[config.mk]
export PLATFORM = sky130hd
export DESIGN_NAME = simd_sequencer
export DESIGN_NICKNAME = d
export VERILOG_FILES = /design/src/rtl/simd_sequencer.sv
export SDC_FILE = /design/constraint.sdc
export NUM_CORES = 1
export LEC_CHECK = 0
export CORE_UTILIZATION = 43
export DETAILED_ROUTE_END_ITERATION = 6
export GPL_ROUTABILITY_DRIVEN = 1
export PLACE_DENSITY = 0.87
export SLEW_MARGIN = 25
export SYNTH_ARGS = -nofsm -noshare
export SYNTH_HDL_FRONTEND = slang
export SYNTH_SLANG_ARGS = --single-unit
[constraint.sdc]
create_clock -name clk -period 3.7 [get_ports clk]
set_input_delay 0.925 -clock clk [delete_from_list [all_inputs] [get_ports clk]]
set_output_delay 0.925 -clock clk [all_outputs]
set_load 0.005 [all_outputs]
[src/rtl/simd_sequencer.sv]
// simd_sequencer
//   Program sequencer for the SIMD datapath. Fetches instructions from the
//   instruction BRAM starting at a host-supplied base address. It presents one
//   instruction every two clk cycles together with a pipeline-advance strobe.
//   After a HALT it flushes the datapath pipeline with bubble advances, then
//   pulses done.
//
// Ports
//   clk          clock
//   rstn         synchronous active-low reset
//   start        host start pulse, sampled only while idle
//   base_pc      first instruction address, captured with start
//   stall        freezes the issue phase; no advance while high
//   imem_en      instruction BRAM read enable
//   imem_addr    instruction BRAM address
//   imem_rdata   BRAM read data, valid one cycle after imem_en
//   instr_out    instruction to the decoder, zero unless instr_valid
//   instr_valid  instr_out carries a real instruction on this advance
//   adv          pipeline-advance strobe
//   busy         program running or pipeline draining
//   done         one-cycle completion pulse
//   overrun      sticky: pc reached its maximum without a HALT
//   issue_count  instructions issued since the last start (saturating)
module simd_sequencer #(
    parameter int unsigned ADDR_WIDTH                = 10,
    parameter int unsigned INSTR_WIDTH               = 35,
    parameter int unsigned OPCODE_WIDTH              = 4,
    parameter logic [OPCODE_WIDTH-1:0] HALT_OPCODE   = 4'hF,
    parameter int unsigned PIPE_DEPTH                = 3
) (
    input  logic                   clk,
    input  logic                   rstn,
    input  logic                   start,
    input  logic [ADDR_WIDTH-1:0]  base_pc,
    input  logic                   stall,
    output logic                   imem_en,
    output logic [ADDR_WIDTH-1:0]  imem_addr,
    input  logic [INSTR_WIDTH-1:0] imem_rdata,
    output logic [INSTR_WIDTH-1:0] instr_out,
    output logic                   instr_valid,
    output logic                   adv,
    output logic                   busy,
    output logic                   done,
    output logic                   overrun,
    output logic [15:0]            issue_count
);

    localparam int unsigned CNT_WIDTH = (PIPE_DEPTH > 1) ? $clog2(PIPE_DEPTH) : 1;
    localparam logic [CNT_WIDTH-1:0] LAST_BUBBLE = CNT_WIDTH'(PIPE_DEPTH - 1);

    typedef enum logic [1:0] {
        IDLE,
        RUN,
        DRAIN,
        DONE
    } state_t;

    state_t                  state, state_next;
    logic                    phase, phase_next;
    logic [ADDR_WIDTH-1:0]   pc;
    logic [CNT_WIDTH-1:0]    bub_cnt;
    logic [OPCODE_WIDTH-1:0] opcode;
    logic                    accept;
    logic                    issue;
    logic                    bubble;

    assign opcode = imem_rdata[INSTR_WIDTH-1 -: OPCODE_WIDTH];

    always_ff @(posedge clk) begin
        if (!rstn) begin
            state <= IDLE;
            phase <= 1'b0;
        end else begin
            state <= state_next;
            phase <= phase_next;
        end
    end

    always_comb begin
        state_next  = state;
        phase_next  = 1'b0;
        imem_en     = 1'b0;
        imem_addr   = '0;
        instr_out   = '0;
        instr_valid = 1'b0;
        adv         = 1'b0;
        busy        = 1'b0;
        done        = 1'b0;
        accept      = 1'b0;
        issue       = 1'b0;
        bubble      = 1'b0;
        case (state)
            IDLE: begin
                if (start) begin
                    accept     = 1'b1;
                    state_next = RUN;
                end
            end
            RUN: begin
                busy = 1'b1;
                // Enable and address stay up in phase 1 so the BRAM keeps
                // re-reading the same word while stalled.
                imem_en   = 1'b1;
                imem_addr = pc;
                if (!phase) begin
                    phase_next = 1'b1;
                end else if (opcode == HALT_OPCODE) begin
                    state_next = DRAIN;
                end else if (stall) begin
                    phase_next = 1'b1;
                end else begin
                    adv         = 1'b1;
                    instr_valid = 1'b1;
                    instr_out   = imem_rdata;
                    issue       = 1'b1;
                    if (pc == '1) begin
                        state_next = DRAIN;
                    end
                end
            end
            DRAIN: begin
                busy = 1'b1;
                if (!phase) begin
                    phase_next = 1'b1;
                end else if (stall) begin
                    phase_next = 1'b1;
                end else begin
                    adv    = 1'b1;
                    bubble = 1'b1;
                    if (bub_cnt == LAST_BUBBLE) begin
                        state_next = DONE;
                    end
                end
            end
            DONE: begin
                done       = 1'b1;
                state_next = IDLE;
            end
            default: state_next = IDLE;
        endcase
    end

    always_ff @(posedge clk) begin
        if (!rstn) begin
            pc          <= '0;
            issue_count <= '0;
            overrun     <= 1'b0;
            bub_cnt     <= '0;
        end else begin
            if (accept) begin
                pc          <= base_pc;
                issue_count <= '0;
                overrun     <= 1'b0;
                bub_cnt     <= '0;
            end
            if (issue) begin
                if (issue_count != 16'hFFFF) begin
                    issue_count <= issue_count + 16'd1;
                end
                // pc never wraps: the last address ends the program instead.
                if (pc == '1) begin
                    overrun <= 1'b1;
                end else begin
                    pc <= pc + ADDR_WIDTH'(1);
                end
            end
            if (bubble) begin
                bub_cnt <= bub_cnt + CNT_WIDTH'(1);
            end
        end
    end

endmodule
* Word-level counts from Yosys, hierarchy flattened
Index checks and enable logic that the tools add are counted.
Word-level totals: latch bits 0, input port bits 49, output and inout bits 67, RAM bits 0, memories kept 0, bits in read-only memories 0, register bits after elaboration 32
Cells by class: bitwise logic cells 0, divide/modulo/power cells 0, equal/unequal tests 14, reduce and logical (&&, ||, !) cells 4, $add $sub $neg 3, $lt $le $gt $ge 0, multiply operators 0, muxes and demuxes 42, shifts and indexed selects 0
Operators by type and width (number):
- 2-to-1 mux 35 bit | 4
- 2-to-1 mux 16 bit | 3
- 2-to-1 mux 10 bit | 4
- 2-to-1 mux 2 bit | 10
- 2-to-1 mux 1 bit | 18
- adder 16 x 1 -> 16 bit (second input constant) | 1
- != test 16 bit (second input constant) | 1
- adder 10 x 1 -> 10 bit (second input constant) | 1
- equality test 10 bit (second input constant) | 1
- != test 2 bit (second input constant) | 5
- one-hot mux 2 bit (4 select lines) | 1
- AND reduction 7 bit | 1
- equality test 2 bit (second input constant) | 3
- != test 3 bit (second input constant) | 2
- equality test 4 bit (second input constant) | 1
- one-hot mux 1 bit (2 select lines) | 2
- adder 2 x 1 -> 2 bit (second input constant) | 1
- equality test 2 x 1 -> 1 bit (second input constant) | 1
- logical NOT 2 bit | 1
- nonzero test 2 bit | 1
- OR reduction 2 bit | 1

* Depth between registers and ports, before layout
Gate-level depths: netlist of run 1.
word-level depth 6, depth in mapped cells 8, mapped depth without buffers 7

* Least setup slack after synthesis of run 1
OpenSTA, ideal clock, no wires.
path kind input -> output, start point input stall, end point output instr_out[10], buffers on the path 2, data arrival time 2.070 ns, stages 6, setup slack 0.705 ns, data required time 2.775 ns, cells stage by stage nor2b_1 nand3_1 inv_1 buf_2 clkbuf_1 and2_1
On the way: cells in the longest elaborated chain, start to end 4
RTL lines:
- start: declaration | RTL line 35 | input logic stall,
- 2-to-1 mux 35 bit | RTL line 109 | end else if (stall) begin
- 2-to-1 mux 35 bit | RTL line 107 | end else if (opcode == HALT_OPCODE) begin
- 2-to-1 mux 35 bit | RTL line 105 | if (!phase) begin
- 2-to-1 mux 35 bit | RTL line 92 | case (state)
- end: declaration | RTL line 39 | output logic [INSTR_WIDTH-1:0] instr_out,
No other way between the ends.

* Worst setup path in the final report of run 1
start point input stall, end point output instr_out[1]
Same word-level chain as after synthesis.

==> metrics list, run 1 <==
- Worst path bufs/invs: 4
- The floorplan step defined a die boundary enclosing 5336 sq um.
- Vertical die dimension: 73.05 microns
- Stage delay of the slowest cell on the critical path: 0.51 ns
* Cells traversed along the worst timing path: clkdlybuf4s50_1 -> nor2b_1 -> nand3_1 -> inv_1 -> buf_4 -> and2_1 -> clkdlybuf4s50_1
- Ys async rst share: 0
* Hold Path Class: reg -> reg
- The clock passes through at most 2 buffers.
- Clock skew on the completed layout was measured at 0.01014 ns.
- Max-cap violations in this run came to 0.
- By instance count, the cell type seen most on the critical path is sky130_fd_sc_hd__clkdlybuf4s50_1.
- For this run, the leading register cell type out of synthesis is sky130_fd_sc_hd__dfxtp_1.
- Post-detailed-route DRC marker count: 0
- Synthesis produced a netlist with a net count of 343.
- Number of enable flip-flop cells after synthesis: 0
- The number of slew-limit violations in the final report came to 0.
* Synth Instances: 286
* Horiz. Die Dim: 73.05 microns
* Cell type of the slowest stage on the worst timing path: sky130_fd_sc_hd__clkdlybuf4s50_1
* Post-CTS setup buffer count: 0
- The floorplan step defined a core boundary enclosing 4786 sq um.
* Drt first-iter violations: 160
* Most common cell after layout, fill and taps aside: sky130_fd_sc_hd__clkdlybuf4s50_1
* Warning count from the yosys run: 0
- In the global route stage, overall resource usage came out at 0.2499.
- For the worst setup path, the data required time is 2.77 ns.
- In this run the tightest slew margin relative to its limit is 0.4899.
* RSZ-0062 raised after global routing: true
- Number of antenna repair diodes: 0
- The area growth from synthesis to layout is 61.27%.
- Period minus WS final: 3.629 ns
* Starting density of the core: 0.4536
- The wire-length estimate of the detail-placed layout is 4.921 mm.
- Cell at the root of the clock tree: sky130_fd_sc_hd__clkbuf_8
- TritonCTS built the clock tree.
- Maximum level of the CTS H-tree: 2
- The top cell types in the final layout, fill and taps aside, are sky130_fd_sc_hd__clkdlybuf4s50_1 (115), sky130_fd_sc_hd__and2_1 (48), sky130_fd_sc_hd__nand2_1 (33).
* Row Count: 25
* Finish-stage setup viols: 0
- PortBufs: 115
* Netlist Area Pre-Place: 2171 sq um
- Worst Setup Start Kind: input pin
* Netlist cell types: 53
- Worst-margin pin slew: 0.7581 ns
* Total area of multi-input combinational cells: 1428 sq um
* Clk_lat worst skew: 0.29 ns
- I/O pin cnt: 116
- The congestion estimate from routability-driven global placement came to 0.9216.
* Via-to-Cell Ratio: 5.348
- First-pass DRT Iterations: 6
- Number of gates given a new drive strength after cts: 0
* Static leakage: 0.001310 uW
- Fill cell count: 393
- The clock drives 32 sinks.
* Fraction of layout cells with a size suffix above 1: 0.06468
- Via total after detailed routing: 2,508
- Power density of the placed cells: 334.6 nW/um^2
* Worst setup EP type: output pin
- The count of nets left with antenna violations once routing finished came out at 0.
- Syn Area/Cell: 7.590 sq um
- Vias in the first global route: 2,339
- Overall power after layout: 1172 uW
- Flip-flop and latch area: 640.6 sq um
- Maximum number of pins on one net before global-route repair: 26
- Number of hold buffers added after cts: 0
- In this run the worst path has a maximum fanout of 25.
- Number of antenna violations at the first check in global routing: 0
- Number of standard cells in the layout, taps in and fillers out: 469
- Final Hold Slack: 0.4842 ns
- Detailed-route wire length per cell: 14.02 microns
- Maximum clock frequency: 275.6 MHz
- Synthesis-stage register bit count: 32
- Global-route wire length before repair: 10.44 mm
* Inst Count DP: 461
- Gr ovfl total: 0
- Final net count: 458
- Routed WL: 6.577 mm
- Of the available clock period, the critical path in the final layout requires 0.9808.
- Data on the critical path arrives at its endpoint at 2.70 ns.
- On the critical path the largest part of the delay comes from buffers and inverters.
* Peak VDD IR: 0.0001792 V
- Result of the run: finished, final reports clean
* Critical path class: in -> out
* Register area share after synthesis: 0.2951
- CTS clock-pin slew for the worst setup and hold paths: 0.06 ns
- Number of endpoints with negative hold slack in the final report: 0
* TritonCTS Buffers: 5
## Yosys cell counts, drive strengths merged (2+ instances only)
master | count | area [sq um]
o21ai | 12 | 60.05
o211ai | 2 | 15.01
a21oi | 17 | 92.59
mux2i | 7 | 70.07
nor3b | 2 | 15.01
nor4 | 3 | 33.78
nand4 | 9 | 56.30
o211a | 2 | 20.02
o21a | 2 | 15.01
a221oi | 2 | 17.52
inv | 12 | 45.04
a22o | 2 | 17.52
or3 | 4 | 25.02
nor3 | 9 | 50.05
clkbuf | 9 | 35.03
buf | 4 | 22.52
and2 | 48 | 300.3
a21o | 3 | 22.52
mux2 | 2 | 22.52
ha | 8 | 100.1
a31oi | 3 | 18.77
nor2 | 18 | 70.07
o22ai | 4 | 25.02
nand3 | 17 | 90.09
dfxtp | 32 | 640.6
or2 | 2 | 12.51
nand2 | 34 | 130.1
## power breakdown
group / internal, uW / switching, uW / total (uW)
combinational: 213 / 207 / 420
sequential: 380 / 39.7 / 419
clock: 200 / 133 / 332
total: 792 / 379 / 1170
## cell type report
type                       instances  share of cell area
clock buffer                       6             0.02073
multi-input combinational        229              0.4078
timing repair buffer             121              0.3417
tap                               67             0.02395
clock inverter                     2             0.01001
inverter                          12             0.01287
sequential                        32              0.1830
## state kept, by name, indices dropped and copies added, names as in the netlist
register     count
phase            1
overrun          1
pc              10
bub_cnt          2
issue_count     16
state            2
## path summary, 6_finish.rpt
path                                             endpoint  cells after the start                     from  slack, ns
worst max-delay path                         instr_out[1]                      7                    stall       0.07
worst min-delay path              bub_cnt[0]$_SDFFE_PN0P_                      2  bub_cnt[0]$_SDFFE_PN0P_       0.48
worst max register to register  issue_count[3]$_SDFF_PN0_                      7    state[1]$_SDFFE_PN0P_       1.59
worst min register to register    bub_cnt[0]$_SDFFE_PN0P_                      2  bub_cnt[0]$_SDFFE_PN0P_       0.48
## per-stage QoR
step                TNS [ns]  area [sq um]  setup slack (ns)  utilization
floorplan                  0          2171            0.7048            -
global route        -0.08724          3501          -0.02719       0.7315
finish                     0          3501           0.07113       0.7315
global placement           0          3393            0.1468       0.7090
detailed placement         0          3393           0.08293       0.7090
CTS                        0          3501           0.07481       0.7315
## layer usage
| metal | GRT usage | part of all wire | vias up |
|---|---|---|---|
| li1 | - | - | 1241 |
| met1 | 0.2833 | 0.40 | 1143 |
| met2 | 0.4506 | 0.52 | 110 |
| met3 | 0.06906 | 0.071 | 14 |
| met4 | 0.07843 | 0.015 | 0 |
| met5 | 0 | 0 | - |
## cell families after synthesis
| logic type | synth area share |
|---|---|
| flops | 0.2951 |
| xor+xnor | 0.008071 |
| fa+ha+maj | 0.04611 |
| compound gates | 0.1862 |
| mux | 0.04265 |
| simple gates | 0.3746 |
| buf+inv | 0.04726 |
## worst register-to-register path: cells and delay by family (launching register included)
family,cells,cell delay (ns)
fa+ha+maj,1,0.42
compound gates,3,0.76
buf+inv,2,0.33
flops,1,0.34
simple gates,1,0.16
Power figures use the tool's default switching activity.
==> inputs of run 2 (changes only) <==
Settings changed: CORE_UTILIZATION 43 to 55, DONT_BUFFER_PORTS from default to 1, PLACE_DENSITY 0.87 to 0.7.
==> run 2 against run 1 <==
  * Cell count decreased by 29%
  * Clock skew decreased by 0.0067 ns
  * Setup slack improved by 0.49 ns
  * Die area decreased by 21%
  * Sequential cell count unchanged
  * Combinational power decreased by 29%
  * Critical path type is now reg -> out
  * Largest power group is now sequential cells
==> metrics list, run 2 (synthesized netlist as in run 1, its figures left out) <==
* Critical path class: reg -> out (was in -> out)
* Largest fanout on the critical path: 21 (was 25)
- The final wirelength came to 5.408 mm (was 6.577 mm).
* Inst Count DP: 324 (was 461)
* Post-CTS setup buffer count: 0 (unchanged)
- Number of standard cells in the layout, taps in and fillers out: 332 (was 469)
* Most used cells in the layout excluding fill and tap cells: sky130_fd_sc_hd__and2_1 (48), sky130_fd_sc_hd__nand2_1 (33), sky130_fd_sc_hd__dfxtp_1 (32) (was sky130_fd_sc_hd__clkdlybuf4s50_1 (115), sky130_fd_sc_hd__and2_1 (48), sky130_fd_sc_hd__nand2_1 (33))
- The number of buffers inserted during clock tree synthesis was 5 (unchanged).
- Share of the clock period used by the worst path after layout: 0.8493 (was 0.9808)
* Required time at the worst-slack endpoint: 2.77 ns (about the same)
- The final setup skew came to 0.003477 ns (was 0.01014 ns).
- Peak VDD IR: 0.0002160 V (was 0.0001792 V)
* Period minus WS final: 3.143 ns (was 3.629 ns)
- Via-to-Cell Ratio: 6.226 (was 5.348)
- CTS clock-pin slew for the worst setup and hold paths: 0.06 ns (about the same)
- The data arrival time at the worst-slack endpoint is 2.22 ns (was 2.70 ns).
* Max-cap violations: 0 (unchanged)
- R2R Setup Slk: 1.29 ns (was 1.59 ns)
- The wire length of the first global-routing pass came to 8.652 mm (was 10.44 mm).
- Maximum clock frequency: 318.2 MHz (was 275.6 MHz)
- Clk_lat worst skew: 0.29 ns (about the same)
* Overall fraction of global-route tracks in use: 0.2717 (was 0.2499)
- DPL Wire Length: 3.988 mm (was 4.921 mm)
* Detailed-route wire length per cell: 16.29 microns (was 14.02 microns)
* Placeable Area: 3716 sq um (was 4786 sq um)
* Via total after detailed routing: 2,067 (was 2,508)
- The worst max-slew margin expressed relative to the limit came to 0.5581 (was 0.4899).
- Fill cell count: 355 (was 393)
- The power density over the cells is 427.2 nW/um^2 (was 334.6 nW/um^2).
* Result of the run: finished, final reports clean (unchanged)
- The maximum level of the CTS H-tree was 2 (unchanged).
* Cell depth of the worst hold path: 2 (unchanged)
* Cell at the root of the clock tree: sky130_fd_sc_hd__clkbuf_8 (unchanged)
- Number of hold buffers added after cts: 0 (unchanged)
- The category of the worst setup path capture point is an output pin (unchanged).
- Fraction of layout cells with a size suffix above 1: 0.07774 (was 0.06468)
* Vias in the first global route: 1,762 (was 2,339)
- The commonest non-fill, non-tap cell in the layout was sky130_fd_sc_hd__and2_1 (was sky130_fd_sc_hd__clkdlybuf4s50_1).
- The slew at the pin closest to its max-slew limit was 0.6568 ns (was 0.7581 ns).
- Drt first-iter violations: 141 (was 160)
- The floorplan row count came to 22 (was 25).
- Number of clock sinks seen by CTS: 32 (unchanged)
- Number of buffers on the longest clock path: 2 (unchanged)
- Maximum number of pins on one net before global-route repair: 22 (was 26)
- Final non-filler cell area: 2282 sq um (was 3501 sq um)
- Final net count: 340 (was 458)
- Full die area: 4202 sq um (was 5336 sq um)
- Layout area overhead: 5.130% (was 61.27%)
* Horiz. Die Dim: 64.83 microns (was 73.05 microns)
- Post-DRT Antenna Nets: 0 (unchanged)
- Finish-stage setup viols: 0 (unchanged)
- The static leakage is 0.0008665 uW (was 0.001310 uW).
- The number of slew-limit violations in the final report came to 0 (unchanged).
- The total of cells resized after clock tree synthesis is 0 (unchanged).
- The number of iterations in the first detailed-routing pass is 4 (was 6).
- Worst Setup Start Kind: flip-flop (was input pin)
* Vertical die dimension: 64.83 microns (was 73.05 microns)
- Hold Path Class: reg -> reg (unchanged)
- The register name with the most flops is issue_count (unchanged).
- Final Hold Slack: 0.4703 ns (was 0.4842 ns)
* Number of antenna violations at the first check in global routing: 1 (was 0)
- The number of primary I/O pins was 116 (unchanged).
* Largest registers in the final layout: issue_count x16, pc x10 (unchanged)
* PortBufs: 0 (was 115)
- The TritonCTS clock tree is built (unchanged).
- Starting density of the core: 0.5842 (was 0.4536)
* Sum Neg Setup Slack: 0 ns (unchanged)
- The logic depth of the worst register-to-register path was 8 (was 7).
- The number of remaining DRC errors was 0 (unchanged).
- The final standard cell utilization of the core is 0.6141 (was 0.7315).
- Number of endpoints with negative hold slack in the final report: 0 (unchanged)
- Gr ovfl total: 0 (unchanged)
- RSZ-0062 raised after global routing: false (was true)
- Flip-flop count of the largest register, all copies and words added: 16 (unchanged)
* Cell area after placement: 2196 sq um (was 3393 sq um)
- Routability congestion estimate from global placement: 0.8794 (was 0.9216)
-- run 2: worst max-delay path: stages, from the launching register on --
cell,delay [ns]
sky130_fd_sc_hd__dfxtp_1,0.34
sky130_fd_sc_hd__inv_1,0.12
sky130_fd_sc_hd__ha_1,0.46
sky130_fd_sc_hd__nand3_1,0.16
sky130_fd_sc_hd__inv_1,0.39
sky130_fd_sc_hd__buf_4,0.29
sky130_fd_sc_hd__and2_1,0.17
-- run 2: final timing paths --
check / from / end
hold reg to reg: bub_cnt[0]$_SDFFE_PN0P_ / bub_cnt[0]$_SDFFE_PN0P_
setup / recovery: state[1]$_SDFFE_PN0P_ / instr_out[34]
setup reg to reg: state[1]$_SDFFE_PN0P_ / pc[9]$_SDFF_PN0_
hold / removal: bub_cnt[0]$_SDFFE_PN0P_ / bub_cnt[0]$_SDFFE_PN0P_
-- run 2: area by class of cell --
type	count	area, sq um	share of cell area
antenna	1	2.502	0.001096
timing repair buffer	3	22.52	0.009868
sequential	32	640.6	0.2807
inverter	12	45.04	0.01974
clock buffer	6	72.57	0.03180
clock inverter	1	5.005	0.002193
multi-input combinational	229	1434	0.6283
tap	48	60.06	0.02632
-- run 2: stage by stage --
stage	setup slack, ns	total power [uW]
after floorplan	0.7048	660.4
after global placement	0.7073	719.8
after detailed placement	0.6268	729.1
after CTS	0.4690	982.8
after global routing	0.3031	1049
final	0.5574	974.8
-- run 2: routing by layer --
metal / GRT usage / part of all wire / vias to the layer above
met5: 0 / 0 / -
met4: 0.1361 / 0.019 / 0
met3: 0.07394 / 0.085 / 9
met2: 0.4128 / 0.47 / 94
met1: 0.3499 / 0.43 / 960
li1: - / - / 1004
-- run 2: power by group --
| part | switching, uW | internal (uW) |
|---|---|---|
| logic | 186 | 114 |
| registers | 39.0 | 380 |
| clock network | 128 | 128 |
| total | 353 | 622 |
==> inputs of run 3 (changes only) <==
Settings changed: PLACE_DENSITY 0.7 to 0.73.
Clock period 3.7 ns to 2.6 ns, I/O delays scaled along.
==> run 3 against run 2 <==
  * Critical path type unchanged
  * Highest routed layer unchanged
  * Register-to-register slack worse by 0.90 ns
  * Worst hold slack hardly changed
  * Sequential share of layout area is 0.59 points lower
==> metrics list, run 3 (synthesized netlist as in run 1, its figures left out) <==
- Result of the run: finished, final reports clean (unchanged).
* Starting density of the core: 0.5842 (unchanged)
* Number of buffers on the longest clock path: 2 (unchanged)
* Sum Neg Setup Slack: 0 ns (unchanged)
* Via total after detailed routing: 2,052 (was 2,067)
- Critical path class: reg -> out (unchanged)
- The maximum level of the CTS H-tree is 2 (unchanged).
- Number of antenna violations at the first check in global routing: 0 (was 1)
- DPL Wire Length: 4.125 mm (was 3.988 mm)
- RSZ-0062 raised after global routing: false (unchanged).
- TritonCTS Buffers: 5 (unchanged)
- Cell at the root of the clock tree: sky130_fd_sc_hd__clkbuf_8 (unchanged)
* Period minus WS final: 2.350 ns
* Maximum number of pins on one net before global-route repair: 46 (was 22)
- Largest fanout on the critical path: 45 (was 21)
- The routed length per placed instance was 16.69 microns (was 16.29 microns).
- Number of antenna repair diodes: 0 (was 1)
- The termination of the worst setup path is instr_out[14] (was instr_out[34]).
* Cell type of the slowest stage on the worst timing path: sky130_fd_sc_hd__dfxtp_1 (was sky130_fd_sc_hd__ha_1)
* Row Count: 22 (unchanged)
- PortBufs: 0 (unchanged)
- Length in cells of the worst reg-to-reg path: 6 (was 8)
- The kind of path behind the tightest hold check is reg -> reg (unchanged).
- The floorplan die height is 64.83 microns (unchanged).
* Fraction of layout cells with a size suffix above 1: 0.08741 (was 0.07774)
- The count of endpoints failing setup in the final report came to 0 (unchanged).
- CP startpoint: state[1]$_SDFFE_PN0P_ (unchanged)
- Dividing the final minimum period by the clock period gives 0.9038.
- The number of sinks driven by the clock tree is 32 (unchanged).
- The total overflow reported by the global router came to 0 (unchanged).
* Post-CTS setup buffer count: 0 (unchanged)
- The critical hold path startpoint was bub_cnt[0]$_SDFFE_PN0P_ (unchanged).
* Number of hold buffers added after cts: 0 (unchanged)
- The number of remaining DRC errors was 0 (unchanged).
* Clock tree from TritonCTS: built (unchanged)
- Routed WL: 5.575 mm (was 5.408 mm)
- Post-DRT Antenna Nets: 0 (unchanged)
- The category of the worst setup path capture point is an output pin (unchanged).
- Flip-flop count of the largest register, all copies and words added: 16 (unchanged)
- Stage delay of the slowest cell on the critical path: 0.34 ns (was 0.46 ns)
* Power density of the placed cells: 650.8 nW/um^2 (was 427.2 nW/um^2)
* Overall fraction of global-route tracks in use: 0.2706 (was 0.2717)
- R2R Setup Slk: 0.39 ns (was 1.29 ns)
* Most common cell after layout, fill and taps aside: sky130_fd_sc_hd__and2_1 (unchanged)
* Drt first-iter violations: 99 (was 141)
- Number of gates given a new drive strength after cts: 0 (unchanged)
- Via-to-Cell Ratio: 6.144 (was 6.226)
* Largest registers in the final layout: issue_count x16, pc x10 (unchanged)
* Count of final max-slew check failures: 0 (unchanged)
* I/O pin cnt: 116 (unchanged)
* Horiz. Die Dim: 64.83 microns (unchanged)
- The max-capacitance violation count came to 0 (unchanged).
- Cell mode on critical path: sky130_fd_sc_hd__inv_1 (unchanged)
- Final Hold Slack: 0.4706 ns (was 0.4703 ns)
* Number of endpoints with negative hold slack in the final report: 0 (unchanged)
* CTS clock-pin slew for the worst setup and hold paths: 0.07 ns (was 0.06 ns)
* Required time at the worst-slack endpoint: 1.95 ns (was 2.77 ns)
- The register name with the most flops is issue_count (unchanged).
* Worst Setup Start Kind: flip-flop (unchanged)
- Global-route wire length before repair: 8.645 mm (was 8.652 mm)
- Maximum clock frequency: 425.5 MHz
- The via count of the first global-routing pass was 1,782 (was 1,762).
- The synthesis-to-layout area growth was 7.378% (was 5.130%).
- The placer congestion estimate is 0.8640 (was 0.8794).
* Critical R2R Launch: issue_count[0]$_SDFF_PN0_ (was state[1]$_SDFFE_PN0P_)
- Worst-margin pin slew: 1.012 ns (was 0.6568 ns)
- Full die area: 4202 sq um (unchanged)
- The source-to-sink clock delay at the later pin of the worst-skew pair is 0.29 ns (about the same).
- The largest vdd supply drop is 0.0003482 V (was 0.0002160 V).
- The number of iterations in the first detailed-routing pass is 4 (unchanged).
- The worst max-slew margin expressed relative to the limit came to 0.3215 (was 0.5581).
- Worst clock skew: 0.01058 ns (was 0.003477 ns)
* Most used cells in the layout excluding fill and tap cells: sky130_fd_sc_hd__and2_1 (48), sky130_fd_sc_hd__nand2_1 (33), sky130_fd_sc_hd__dfxtp_1 (32) (unchanged)
* Static leakage: 0.0008900 uW (was 0.0008665 uW)
* Cells traversed along the worst timing path: inv_1 -> ha_1 -> nand3_1 -> inv_1 -> buf_12 -> and2_1 (was inv_1 -> ha_1 -> nand3_1 -> inv_1 -> buf_4 -> and2_1)
- Final net count: 342 (was 340)
* End of the worst register-to-register path: issue_count[9]$_SDFF_PN0_ (was pc[9]$_SDFF_PN0_)
* Placeable Area: 3716 sq um (unchanged)
- Worst EP arrival: 1.70 ns (was 2.22 ns)
-- run 3: cell types whose count changed in the layout (fill, tap and decap cells not counted), sizes merged --
cell and delta:
buf +2, bufinv +1, diode -1
-- run 3: report_power, final --
part / switching, uW / internal (uW) / total (uW)
sequential: 54.8 / 540 / 595
combinational: 269 / 176 / 445
clock: 192 / 284 / 477
-- run 3: final cells by class --
type / instances / area, sq um
clock inverters: 2 / 35.03
multi-input cells: 229 / 1428
inverters: 12 / 45.04
well taps: 48 / 60.06
clock buffers: 6 / 72.57
fillers: 340 / 1385
repair buffers: 5 / 50.05
flip-flops and latches: 32 / 640.6
-- run 3: worst max-delay path: cells and delay by family, from the launching register on --
| family | cells | cell delay [ns] |
|---|---|---|
| AND/OR/NAND/NOR | 2 | 0.32 |
| flip-flops | 1 | 0.34 |
| adder cells (fa/ha/maj) | 1 | 0.18 |
| buffers and inverters | 3 | 0.55 |
-- run 3: through the flow --
| stage | std cells | total power, uW | area (sq um) | setup WS, ns | util |
|---|---|---|---|---|---|
| 4_1_cts | 334 | 1522 | 2331 | 0.2602 | 0.6273 |
| 2_1_floorplan | 286 | 939.8 | 2171 | 0.1548 | - |
| 6_report | 334 | 1517 | 2331 | 0.2500 | 0.6273 |
| 5_1_grt | 334 | 1613 | 2331 | 0.1107 | 0.6273 |
| 3_3_place_gp | 326 | 1041 | 2223 | 0.2216 | 0.5983 |
| 3_5_place_dp | 326 | 1049 | 2223 | 0.1630 | 0.5983 |
-- run 3: layer usage --
layer | up-vias | GRT usage | wire, microns
met5 | - | 0 | 0
met2 | 90 | 0.4440 | 2834
met4 | 0 | 0.1028 | 90
met3 | 8 | 0.08803 | 398
li1 | 1006 | - | -
met1 | 948 | 0.3247 | 2251
-- run 3: how the worst min path moves through the flow --
stage | end | slack, ns | depth (start not counted)
2_1_floorplan | bub_cnt[0]$_SDFFE_PN0P_ | 0.44 | 2
3_3_place_gp | bub_cnt[0]$_SDFFE_PN0P_ | 0.45 | 2
5_1_grt | issue_count[15]$_SDFF_PN0_ | 0.48 | 1
4_1_cts | bub_cnt[0]$_SDFFE_PN0P_ | 0.47 | 2
3_5_place_dp | bub_cnt[0]$_SDFFE_PN0P_ | 0.46 | 2
6_report | bub_cnt[0]$_SDFFE_PN0P_ | 0.47 | 2
